`config.mk`:
```
export PLATFORM = sky130hd
export DESIGN_NAME = qs_fifo_ext
export DESIGN_NICKNAME = d
export VERILOG_FILES = /design/src/rtl/qs_fifo_pkg.sv /design/src/rtl/qs_fifo_mem.sv /design/src/rtl/qs_fifo_ext.sv
export SDC_FILE = /design/constraint.sdc
export NUM_CORES = 1
export LEC_CHECK = 0
export CORE_MARGIN = 2
export CORE_UTILIZATION = 59
export CTS_CLUSTER_DIAMETER = 40
export DETAILED_ROUTE_END_ITERATION = 7
export PLACE_DENSITY = 0.78
export REMOVE_ABC_BUFFERS = 1
export SLEW_MARGIN = 0
export SYNTH_ARGS = -nofsm -noshare
export SYNTH_HDL_FRONTEND = slang
export SYNTH_SLANG_ARGS = --single-unit
export TNS_END_PERCENT = 50
```
`constraint.sdc`:
```
create_clock -name clk -period 3.9 [get_ports clk]
set_input_delay 0.585 -clock clk [delete_from_list [all_inputs] [get_ports clk]]
set_output_delay 0.585 -clock clk [all_outputs]
set_load 0.02 [all_outputs]
```
`src/rtl/qs_fifo_pkg.sv`:
```
// Shared definitions for the qs_fifo family: counter width helper and read-mode encodings.
package qs_fifo_pkg;

  typedef enum int unsigned {
    QS_RD_REG  = 0,
    QS_RD_FWFT = 1
  } qs_rd_mode_e;

  function automatic int qs_cnt_w(input int depth);
    return $clog2(depth) + 1;
  endfunction

endpackage

```
`src/rtl/qs_fifo_mem.sv`:
```
// FIFO storage: synchronous write, asynchronous read; kept separate so it can be swapped for an SRAM macro.
module qs_fifo_mem #(
  parameter int DATA_W = 8,
  parameter int DEPTH  = 16
) (
  input  logic                     clk,
  input  logic                     wr_en,
  input  logic [$clog2(DEPTH)-1:0] wr_addr,
  input  logic [DATA_W-1:0]        wr_data,
  input  logic [$clog2(DEPTH)-1:0] rd_addr,
  output logic [DATA_W-1:0]        rd_data
);

  logic [DATA_W-1:0] mem [DEPTH];

  always_ff @(posedge clk) begin
    if (wr_en) begin
      mem[wr_addr] <= wr_data;
    end
  end

  assign rd_data = mem[rd_addr];

endmodule

```
`src/rtl/qs_fifo_ext.sv`:
```
// Single-clock FIFO with thresholds, occupancy count, registered or FWFT read, flush and sticky error flags.
module qs_fifo_ext
  import qs_fifo_pkg::*;
#(
  parameter int DATA_W   = 8,
  parameter int DEPTH    = 16,
  parameter int AF_LEVEL = DEPTH - 2,
  parameter int AE_LEVEL = 2,
  parameter int FWFT     = 0
) (
  input  logic                        clk,
  input  logic                        reset,
  input  logic                        clear_i,
  input  logic                        push_i,
  input  logic [DATA_W-1:0]           push_data_i,
  input  logic                        pop_i,
  output logic [DATA_W-1:0]           pop_data_o,
  output logic                        pop_valid_o,
  output logic                        full_o,
  output logic                        empty_o,
  output logic                        almost_full_o,
  output logic                        almost_empty_o,
  output logic [qs_cnt_w(DEPTH)-1:0]  count_o,
  output logic                        overflow_o,
  output logic                        underflow_o
);

  localparam int PTR_W = $clog2(DEPTH);
  localparam int CNT_W = qs_cnt_w(DEPTH);
  localparam logic [CNT_W-1:0] FULL_C = CNT_W'(DEPTH);
  localparam logic [CNT_W-1:0] AF_C   = CNT_W'(AF_LEVEL);
  localparam logic [CNT_W-1:0] AE_C   = CNT_W'(AE_LEVEL);

  generate
    if (DEPTH < 2 || (DEPTH & (DEPTH - 1)) != 0) begin : g_bad_depth
      $error("qs_fifo_ext: DEPTH must be a power of two and >= 2");
    end
    if (AF_LEVEL < 1 || AF_LEVEL > DEPTH) begin : g_bad_af
      $error("qs_fifo_ext: AF_LEVEL must lie in 1..DEPTH");
    end
    if (AE_LEVEL < 0 || AE_LEVEL > DEPTH - 1) begin : g_bad_ae
      $error("qs_fifo_ext: AE_LEVEL must lie in 0..DEPTH-1");
    end
    if (FWFT != int'(QS_RD_REG) && FWFT != int'(QS_RD_FWFT)) begin : g_bad_mode
      $error("qs_fifo_ext: FWFT must be 0 or 1");
    end
  endgenerate

  logic [PTR_W-1:0]  wr_ptr;
  logic [PTR_W-1:0]  rd_ptr;
  logic [CNT_W-1:0]  count;
  logic [DATA_W-1:0] head;
  logic              full;
  logic              empty;
  logic              push_acc;
  logic              pop_acc;
  logic              overflow_q;
  logic              underflow_q;

  // Flags come from the registered count only, never from this cycle's requests.
  always_comb begin
    full     = (count == FULL_C);
    empty    = (count == '0);
    pop_acc  = pop_i && !empty;
    push_acc = push_i && (!full || pop_i);
  end

  always_ff @(posedge clk) begin
    if (reset || clear_i) begin
      wr_ptr      <= '0;
      rd_ptr      <= '0;
      count       <= '0;
      overflow_q  <= 1'b0;
      underflow_q <= 1'b0;
    end else begin
      if (push_acc) wr_ptr <= wr_ptr + 1'b1;
      if (pop_acc)  rd_ptr <= rd_ptr + 1'b1;
      case ({push_acc, pop_acc})
        2'b10:   count <= count + 1'b1;
        2'b01:   count <= count - 1'b1;
        default: count <= count;
      endcase
      if (push_i && full && !pop_i) overflow_q  <= 1'b1;
      if (pop_i && empty)           underflow_q <= 1'b1;
    end
  end

  qs_fifo_mem #(
    .DATA_W (DATA_W),
    .DEPTH  (DEPTH)
  ) u_mem (
    .clk     (clk),
    .wr_en   (push_acc && !reset && !clear_i),
    .wr_addr (wr_ptr),
    .wr_data (push_data_i),
    .rd_addr (rd_ptr),
    .rd_data (head)
  );

  generate
    if (FWFT == int'(QS_RD_FWFT)) begin : g_fwft
      // Head entry is presented combinationally; zero while empty so reset state reads 0.
      assign pop_data_o  = empty ? '0 : head;
      assign pop_valid_o = !empty;
    end else begin : g_reg
      logic [DATA_W-1:0] data_q;
      logic              valid_q;

      always_ff @(posedge clk) begin
        if (reset) begin
          data_q  <= '0;
          valid_q <= 1'b0;
        end else if (clear_i) begin
          valid_q <= 1'b0;
        end else begin
          valid_q <= pop_acc;
          if (pop_acc) data_q <= head;
        end
      end

      assign pop_data_o  = data_q;
      assign pop_valid_o = valid_q;
    end
  endgenerate

  assign full_o         = full;
  assign empty_o        = empty;
  assign almost_full_o  = (count >= AF_C);
  assign almost_empty_o = (count <= AE_C);
  assign count_o        = count;
  assign overflow_o     = overflow_q;
  assign underflow_o    = underflow_q;

endmodule

```
==> impl_results.md, run 1 <==
- WS Path Type: reg -> reg
- Num CTS Buffers: 17
- Avg Inst Size Synth: 17.81 um^2
- H-tree Lvls: 4
- Non-filler instance count after layout: 536
- DIE AREA: 0.01128 mm^2
- CTS tree: yes
- Synth area leaders: edfxtp_1 62%, mux4_2 12%, dfxtp_1 7.8%
- First-pass GRT wire length: 17.63 mm
- Largest net degree at the start of global routing: 26
- Leakage: 2.356 nW
- Count of buffers from port buffering: 32
- Hold Path Class: reg -> reg
- Initial Util: 60.22%
- Vias per cell: 5.929
- Core box area: 0.01023 mm^2
- Crit path max fanout: 10
- Slew HR: 42.99%
- Drt pass-1 iters: 4
- Worst r2r dst: count_o[2]
- Post-synthesis sequential area ratio: 70.19%
- Cts repair resizes: 0
- Buffer count from post-CTS setup fixing: 0
- Clock tree buffer depth: 2
- Antenna diodes: 0
- Hold Path Sink: pop_data_o[6]
- Most common cell in the netlist: edfxtp_1
- Post-synthesis instance total: 346
- Final setup fails: 0
- Wire length on met2: 5.787 mm
- Initial DRC count: 304
- Via count: 3178
- Placer Congestion: 0.7951
- CP arrival: 3.55 ns
- Worst endpoint required time: 4.36 ns
- Yosys warning total: 0
- Clk root buf: clkbuf_8
- Pre-CTS WS: 0.6413 ns
- Max Transition Viols Final: 0
- Nets@finish: 408
- Routed len/inst: 21.22 um
- Worst setup EP type: flop
- Grt ovf: 0
- Hold Crit Depth: 1
- Die W: 106.2 um
- # hold bufs at CTS: 0
- Fmax: 323.7 MHz
- HPWL after detailed placement: 7.230 mm
- RSZ-0062 raised after global routing: false
- Synth unique cells: 43
- Io pins: 33
- Met3 wire len: 567 um
- Worst Tran Pin Value: 0.8519 ns
- CTS sink cnt: 152
- Placed instance count: 504
- Share of layout cells above drive strength 1: 21.50%
- Vias in the first global route: 3096
- Power Density: 480.6 mW/mm^2
- Clk Latency, worst-skew pair: 0.52 ns
- Outcome: finished clean
- Ys flop type: edfxtp_1
- Min-delay src: pop_data_o[6]
- Chip height: 106.2 um
- Max Cap Viol: 0
- Tot Pwr: 3.454 mW
- Setup TNS: 0 ns
- Tot GR Track Use: 22.01%
- Reg2reg start: count_o[1]
- Max Used Layer: met4
- R2R Setup Slk: 0.81 ns
- Yosys top cell area share: 62.39%
- Setup Skew: 0.007246 ns
- Top cell type by total area after synthesis: edfxtp_1
- Reg2Reg Depth: 10
- Initial antenna violation count: 0
- Yosys reg bits: 152
- Post-synth EDFFs: 128
- Syn Std Cell Area: 0.006161 mm^2
- Maximum VDD drop: 337.5 uV
- Synth cell count leaders: 128 x edfxtp_1, 32 x mux4_2, 32 x nor2_1
- Core Rows: 37
- Crit path launch: count_o[1]
- Layout area overhead: 16.67%
- Final hold violations: 0
- Drt drc: 0
- Total Routed Length: 11.38 mm
- Final period util: 79.22%
- Final WS setup: 0.8104 ns
- Post-route antenna net violation count: 0
- Met1 Wirelength: 4.803 mm
- Clock-pin slew on the worst setup and hold paths: 0.06 ns
- Min cycle time layout: 3.090 ns
- Worst Setup Start Kind: flop
- Asr flop ratio synth: 0%
==> layout make-up <==
class | count | area [um^2]
Clock inverter | 14 | 146.4
Tap cell | 136 | 170.2
Timing Repair Buffer | 43 | 402.9
Sequential cell | 152 | 4325
Clock buffer | 18 | 417.9
Inverter | 6 | 27.53
Multi-Input combinational cell | 167 | 1698
Fill cell | 652 | 3043
==> cell usage in the layout, fill, tap and decap left out, types with 2 or more instances in the layout <==
| master | instances |
|---|---|
| mux2i_1 | 20 |
| clkinv_2 | 2 |
| a21oi_1 | 4 |
| clkinvlp_4 | 3 |
| nand2_1 | 10 |
| clkbuf_16 | 16 |
| inv_6 | 4 |
| bufinv_16 | 2 |
| xnor2_1 | 2 |
| nor3_1 | 2 |
| nand3_1 | 2 |
| edfxtp_1 | 128 |
| a21o_1 | 9 |
| mux4_2 | 32 |
| o211ai_1 | 2 |
| nor2_1 | 32 |
| a31oi_1 | 2 |
| o22ai_1 | 9 |
| ha_1 | 8 |
| and3_1 | 2 |
| or2_2 | 3 |
| xor2_1 | 7 |
| or3_1 | 3 |
| buf_4 | 11 |
| clkdlybuf4s50_1 | 32 |
| clkinv_1 | 2 |
| a21oi_2 | 2 |
| dfxtp_1 | 23 |
| inv_1 | 5 |
==> cells by family after synthesis <==
family,count (synthesis),synth area share (%)
compound gates,39,5.321
xor+xnor,9,1.280
fa+ha+maj,8,1.625
buf+inv,27,2.254
flops,152,70.19
mux,52,14.95
simple gates,59,4.387
==> power by group <==
part,switching [mW],internal (mW)
clock,0.636,0.915
sequential,0.00806,1.77
combinational,0.0769,0.0501
==> metal layers <==
layer  GRT usage, %  vias up
met5              0        -
met4          9.023        0
met3          4.721       20
met2          34.25       87
met1          30.77     1636
li1               -     1435
==> through the flow <==
step	hold slack (ns)	util [%]	area [um^2]
after floorplan	0.4822	-	6050
after global placement	0.4360	64.74	6624
after detailed placement	0.4385	64.74	6624
after CTS	0.4526	70.26	7188
after global routing	0.4743	70.26	7188
final	0.4496	70.26	7188
==> worst max-delay path, cell delays in order, from the launching register on <==
cell	delay, ns
dfxtp_1	0.41
or4_4	0.67
o31a_1	0.41
clkinv_4	0.10
ha_1	0.31
xor2_1	0.12
ha_1	0.21
a21oi_1	0.23
xnor2_1	0.11
or3_1	0.30
a21oi_1	0.14
==> flip-flops by register name, indices dropped and copies added, names as in the netlist <==
register / count
u_mem.mem: 128
pop_data_o: 8
count_o: 5
rd_ptr: 4
wr_ptr: 4
overflow_o: 1
pop_valid_o: 1
underflow_o: 1
==> worst max path at each step <==
stage,slack [ns],to,cells past startpoint
2_1_floorplan,1.04,count_o[2],10
3_3_place_gp,0.79,count_o[2],10
3_5_place_dp,0.64,count_o[2],10
4_1_cts,0.82,count_o[2],10
5_1_grt,0.62,count_o[2],10
6_report,0.81,count_o[2],10
Note: power is estimated with default switching activity, not from simulation.
==> run 2: changes to the inputs <==
clock period = 3.05 ns   (was 3.9 ns; I/O delays follow)
==> run 2 against run 1 <==
Core utilization rose by 1.4 points. Flip-flop and latch count did not move. Setup slack got worse by 0.65 ns. Non-clock buffer count rose by 12. Combinational power rose by 29%. Worst hold slack improved by 0.0097 ns. Sequential power rose by 28%.
==> impl_results.md, run 2 (same netlist as run 1, synthesis figures left out) <==
- Buffer count from post-CTS setup fixing: 0 (unchanged)
- Fmax: 345.9 MHz
- Final setup fails: 0 (unchanged)
- Fillers: 620 (-4.9%)
- Leakage: 2.444 nW (+3.7%)
- Initial antenna violation count: 0 (unchanged)
- Max reg flops: 128 (unchanged)
- Nets@finish: 420 (+2.9%)
- Clk Latency, worst-skew pair: 0.52 ns (about the same)
- Tot GR Track Use: 22.94% (+0.93 points)
- Non-filler instance count after layout: 547 (+2.1%)
- DP Area: 0.006726 mm^2 (+1.5%)
- Clock-pin slew on the worst setup and hold paths: 0.07 ns (about the same)
- Final core occ: 71.64% (+1.4 points)
- Core Rows: 37 (unchanged)
- Core box area: 0.01023 mm^2 (unchanged)
- Placed instance count: 516 (+2.4%)
- Count of buffers from port buffering: 32 (unchanged)
- Vias per cell: 5.967 (+0.64%)
- Min cycle time layout: 2.891 ns
- DIE AREA: 0.01128 mm^2 (unchanged)
- Setup TNS: 0 ns (unchanged)
- CP arrival: 2.43 ns (-1.12 ns)
- Clock tree buffer depth: 2 (unchanged)
- # hold bufs at CTS: 0 (unchanged)
- Max Transition Viols Final: 0 (unchanged)
- Outcome: finished clean
- Worst Setup Start Kind: flop
- Total Routed Length: 11.87 mm (+4.4%)
- Setup Skew: 0.007529 ns (+0.0002823 ns)
- Clk root buf: clkbuf_8
- First-pass GRT wire length: 18.58 mm (+5.4%)
- Crit path max fanout: 13 (+3)
- Post-route cell area: 0.007330 mm^2 (+2.0%)
- Routed len/inst: 21.70 um (+2.3%)
- Chip height: 106.2 um (unchanged)
- Share of layout cells above drive strength 1: 24.33% (+2.8 points)
- Drt pass-1 iters: 4 (unchanged)
- Drt drc: 0 (unchanged)
- Die W: 106.2 um (unchanged)
- RSZ-0062 raised after global routing: false
- Pre-CTS WS: 0.2885 ns (-0.3528 ns)
- Final WS setup: 0.1588 ns (-0.6516 ns)
- Layout area overhead: 18.97%
- Io pins: 33 (unchanged)
- Initial DRC count: 295 (-3.0%)
- Tot Pwr: 4.545 mW (+32%)
- Worst Tran Pin Value: 0.7838 ns (-0.06811 ns)
- Final period util: 94.79%
- Maximum VDD drop: 422.6 uV (+25%)
- Final hold violations: 0 (unchanged)
- H-tree Lvls: 4 (unchanged)
- Hold Path Class: reg -> reg
- Num CTS Buffers: 17 (unchanged)
- Max Cap Viol: 0 (unchanged)
- Hold slack: 0.4593 ns (+0.009690 ns)
- Via count: 3264 (+2.7%)
- Commonest non-fill, non-tap cells in the layout: 128 x edfxtp_1, 32 x nor2_1, 32 x mux4_2, 32 x clkdlybuf4s50_1, 23 x dfxtp_1
- Placer Congestion: 0.8122 (+2.2%)
- Largest net degree at the start of global routing: 33 (+27%)
- Worst endpoint required time: 2.59 ns (-1.77 ns)
- Slew HR: 47.67% (+4.7 points)
- Antenna diodes: 0 (unchanged)
- Worst setup EP type: primary output
- Power Density: 620.0 mW/mm^2 (+29%)
- Post-route antenna net violation count: 0 (unchanged)
- HPWL after detailed placement: 7.338 mm (+1.5%)
- Cts repair resizes: 0 (unchanged)
- CTS tree: yes
- Vias in the first global route: 3300 (+6.6%)
- Largest Register: u_mem.mem
- Commonest non-fill, non-tap cell in the layout: edfxtp_1
- WS Path Type: reg -> out
- Grt ovf: 0 (unchanged)
- Initial Util: 60.22% (unchanged)
- CTS sink cnt: 152 (unchanged)
-- run 2: worst max-delay path, cell delays in order (launching register included) --
cell             delay [ns]
dfxtp_1                0.43
or4_4                  0.64
nor2_1                 0.20
clkdlybuf4s50_1        0.64
-- run 2: final cells by class --
type	instances	area, um^2	share of cell area [%]
Clock inverter	14	188.9	2.578
Multi-Input combinational cell	167	1698	23.16
Timing Repair Buffer	55	505.5	6.897
Sequential cell	152	4325	59.01
Clock buffer	17	414.1	5.650
Tap cell	136	170.2	2.322
Inverter	6	27.53	0.3756
-- run 2: report_power, final --
group	internal (mW)	total (mW)	switching, mW
Clock	1.27	2.11	0.840
Sequential	2.26	2.27	0.0120
Combinational	0.0656	0.164	0.0982
Total	3.59	4.54	0.950
-- run 2: per-layer routing --
| metal | vias up | routed length (um) | GRT usage, % |
|---|---|---|---|
| met5 | - | 0 | 0 |
| met4 | 0 | 172 | 7.425 |
| met3 | 16 | 575 | 5.273 |
| met2 | 94 | 6088 | 36.36 |
| met1 | 1678 | 5036 | 32.10 |
| li1 | 1476 | - | - |
-- run 2: path summary, 6_finish.rpt --
check / from / endpoint / slack [ns] / cells past startpoint
hold / removal: pop_data_o[7] / pop_data_o[7] / 0.46 / 1
setup reg to reg: count_o[2] / count_o[2] / 0.24 / 10
hold reg to reg: pop_data_o[7] / pop_data_o[7] / 0.46 / 1
setup / recovery: count_o[2] / empty_o / 0.16 / 3
==> run 3: changes to the inputs <==
GPL_ROUTABILITY_DRIVEN = 0   (was unset)
PLACE_DENSITY = 0.82   (was 0.78)
==> run 3 against run 2 <==
First-iteration DRC count is 7.5% higher. Critical path type is now reg -> reg. Total power is 3.1% lower. Core utilization is 0.31 points lower. Combinational power hardly changed. Final area is 0.43% lower. Wire length is 2.1% higher. Clock skew hardly changed. Die area stayed put. Setup slack better by 0.040 ns. Global-route usage is 0.82 points higher. Count of clock-buffer cells in the layout is 1 higher.
==> impl_results.md, run 3 (same netlist as run 1, synthesis figures left out) <==
- Post-route antenna net violation count: 0 (unchanged)
- Chip height: 106.2 um (unchanged)
- Clk pwr share: 44.8% (-1.6 points)
- Via count: 3284 (+0.61%)
- Drt drc: 0 (unchanged)
- Setup Skew: 0.007813 ns (+0.0002841 ns)
- Final hold violations: 0 (unchanged)
- Worst Setup Start Kind: flop
- Vias in the first global route: 3373 (+2.2%)
- Layout area overhead: 18.46%
- Max Cap Viol: 0 (unchanged)
- Final setup fails: 0 (unchanged)
- Routed len/inst: 22.04 um (+1.5%)
- Crit path max fanout: 13 (unchanged)
- Internal power: 3.429 mW (-4.6%)
- RSZ-0062 raised after global routing: false
- Largest Register: u_mem.mem
- Initial Util: 60.22% (unchanged)
- Combinational share of power: 3.7% (about the same)
- Tot Pwr: 4.405 mW (-3.1%)
- Die W: 106.2 um (unchanged)
- HPWL after detailed placement: 7.499 mm (+2.2%)
- CTS sink cnt: 152 (unchanged)
- Num CTS Buffers: 17 (unchanged)
- CP arrival: 3.31 ns (+0.88 ns)
- First-pass GRT wire length: 19.05 mm (+2.5%)
- Max Transition Viols Final: 0 (unchanged)
- Max reg flops: 128 (unchanged)
- WS Path Type: reg -> reg
- Largest net degree at the start of global routing: 35 (+6.1%)
- DIE AREA: 0.01128 mm^2 (unchanged)
- Initial antenna violation count: 0 (unchanged)
- Vias per cell: 5.971 (about the same)
- Worst endpoint required time: 3.51 ns (+0.92 ns)
- Core box area: 0.01023 mm^2 (unchanged)
- Leakage: 2.426 nW (-0.75%)
- Commonest non-fill, non-tap cell in the layout: edfxtp_1
- CP peak stage delay: 0.64 ns (about the same)
- Share of layout cells above drive strength 1: 24.40% (+0.065 points)
- Commonest non-fill, non-tap cells in the layout: 128 x edfxtp_1, 32 x nor2_1, 32 x mux4_2, 32 x clkdlybuf4s50_1, 24 x buf_4
- Outcome: finished clean
- Total Routed Length: 12.12 mm (+2.1%)
- Min cycle time layout: 2.851 ns (-0.03969 ns)
- Drt pass-1 iters: 6 (+2)
- Hold Crit Depth: 1 (unchanged)
- Grt ovf: 0 (unchanged)
- Worst Tran Pin Value: 0.5633 ns (-0.2206 ns)
- Clock-pin slew on the worst setup and hold paths: 0.07 ns (about the same)
- CTS tree: yes
- Core Rows: 37 (unchanged)
- Final period util: 93.49% (-1.3 points)
- Io pins: 33 (unchanged)
- Antenna diodes: 0 (unchanged)
- CP max stage cell: or4_4
- Hold Path Class: reg -> reg
- Setup TNS: 0 ns (unchanged)
- Maximum VDD drop: 449.2 uV (+6.3%)
- Critical path, cell by cell: or4_4, o21ai_4, inv_1, ha_1, xor2_1, ha_1, a21oi_1, xnor2_1, or3_1, a21oi_1
- Cts repair resizes: 0 (unchanged)
- Buffer count from post-CTS setup fixing: 0 (unchanged)
- Share of power burned in registers: 51.5% (+1.5 points)
- Power Density: 603.6 mW/mm^2 (-2.7%)
- Initial DRC count: 317 (+7.5%)
- Net Switching: 0.9755 mW (+2.6%)
- Tot GR Track Use: 23.76% (+0.82 points)
- Sw frac: 22.15% (+1.2 points)
- Slew HR: 62.33% (+15 points)
- Worst setup EP type: flop
- Clk root buf: clkbuf_8
- H-tree Lvls: 4 (unchanged)
- Clock tree buffer depth: 2 (unchanged)
- Count of buffers from port buffering: 32 (unchanged)
- Clk Latency, worst-skew pair: 0.52 ns (about the same)
- Nets@finish: 422 (+0.48%)
- Fmax: 350.7 MHz (+1.4%)
- Reg2Reg Depth: 10 (unchanged)
- # hold bufs at CTS: 0 (unchanged)
[run 3: changes by cell type in the layout (fill, tap and decap cells not counted), sizes merged]
| cell | change |
|---|---|
| bufinv | -2 |
| clkinvlp | +2 |
| buf | +2 |
| clkbuf | +1 |
[run 3: power groups by stage]
stage | clock network [mW] | logic (mW) | registers, mW
after floorplan | 0 | 0.0701 | 2.32
final | 1.97 | 0.163 | 2.27
after CTS | 2.01 | 0.164 | 2.27
after detailed placement | 0 | 0.163 | 2.32
after global placement | 0 | 0.156 | 2.31
after global routing | 2.09 | 0.177 | 2.27
[run 3: path summary, 6_finish.rpt]
check | slack, ns | end | start
worst max-delay path | 0.20 | count_o[2] | count_o[2]
worst min-delay path | 0.46 | pop_data_o[4] | pop_data_o[4]
worst max register to register | 0.20 | count_o[2] | count_o[2]
worst min register to register | 0.46 | pop_data_o[4] | pop_data_o[4]
[run 3: final cells by class]
| class | count | area, um^2 |
|---|---|---|
| Fill cell | 610 | 2933 |
| Inverter | 6 | 27.53 |
| Sequential cell | 152 | 4325 |
| Clock inverter | 14 | 138.9 |
| Timing Repair Buffer | 57 | 520.5 |
| Tap cell | 136 | 170.2 |
| Multi-Input combinational cell | 167 | 1698 |
| Clock buffer | 18 | 417.9 |
[run 3: metal layers]
layer  global-route usage (%)  part of all wire [%]
met1                    31.50                    40
met2                    38.60                    52
met3                    5.395                   6.1
met4                    9.680                   1.5
met5                        0                     0
[run 3: through the flow]
stage	instances	hold WS (ns)	util, %	worst slack, ns	area [um^2]
2_1_floorplan	325	0.4822	-	0.1861	6050
3_3_place_gp	518	0.4378	65.89	0.3737	6741
3_5_place_dp	518	0.4418	65.89	0.2406	6741
4_1_cts	550	0.4594	71.33	0.1950	7298
5_1_grt	550	0.4728	71.33	0.07850	7298
6_report	550	0.4575	71.33	0.1985	7298
[run 3: critical path, delay by kind of cell, from the launching register on]
| family | cells | cell delay [ns] |
|---|---|---|
| AOI/OAI and AO/OA | 3 | 0.65 |
| and+or+nand+nor | 2 | 0.94 |
| DFF | 1 | 0.43 |
| adders and majority gates | 2 | 0.40 |
| xor gates and xnor gates | 2 | 0.26 |
| buffers and inverters | 1 | 0.10 |
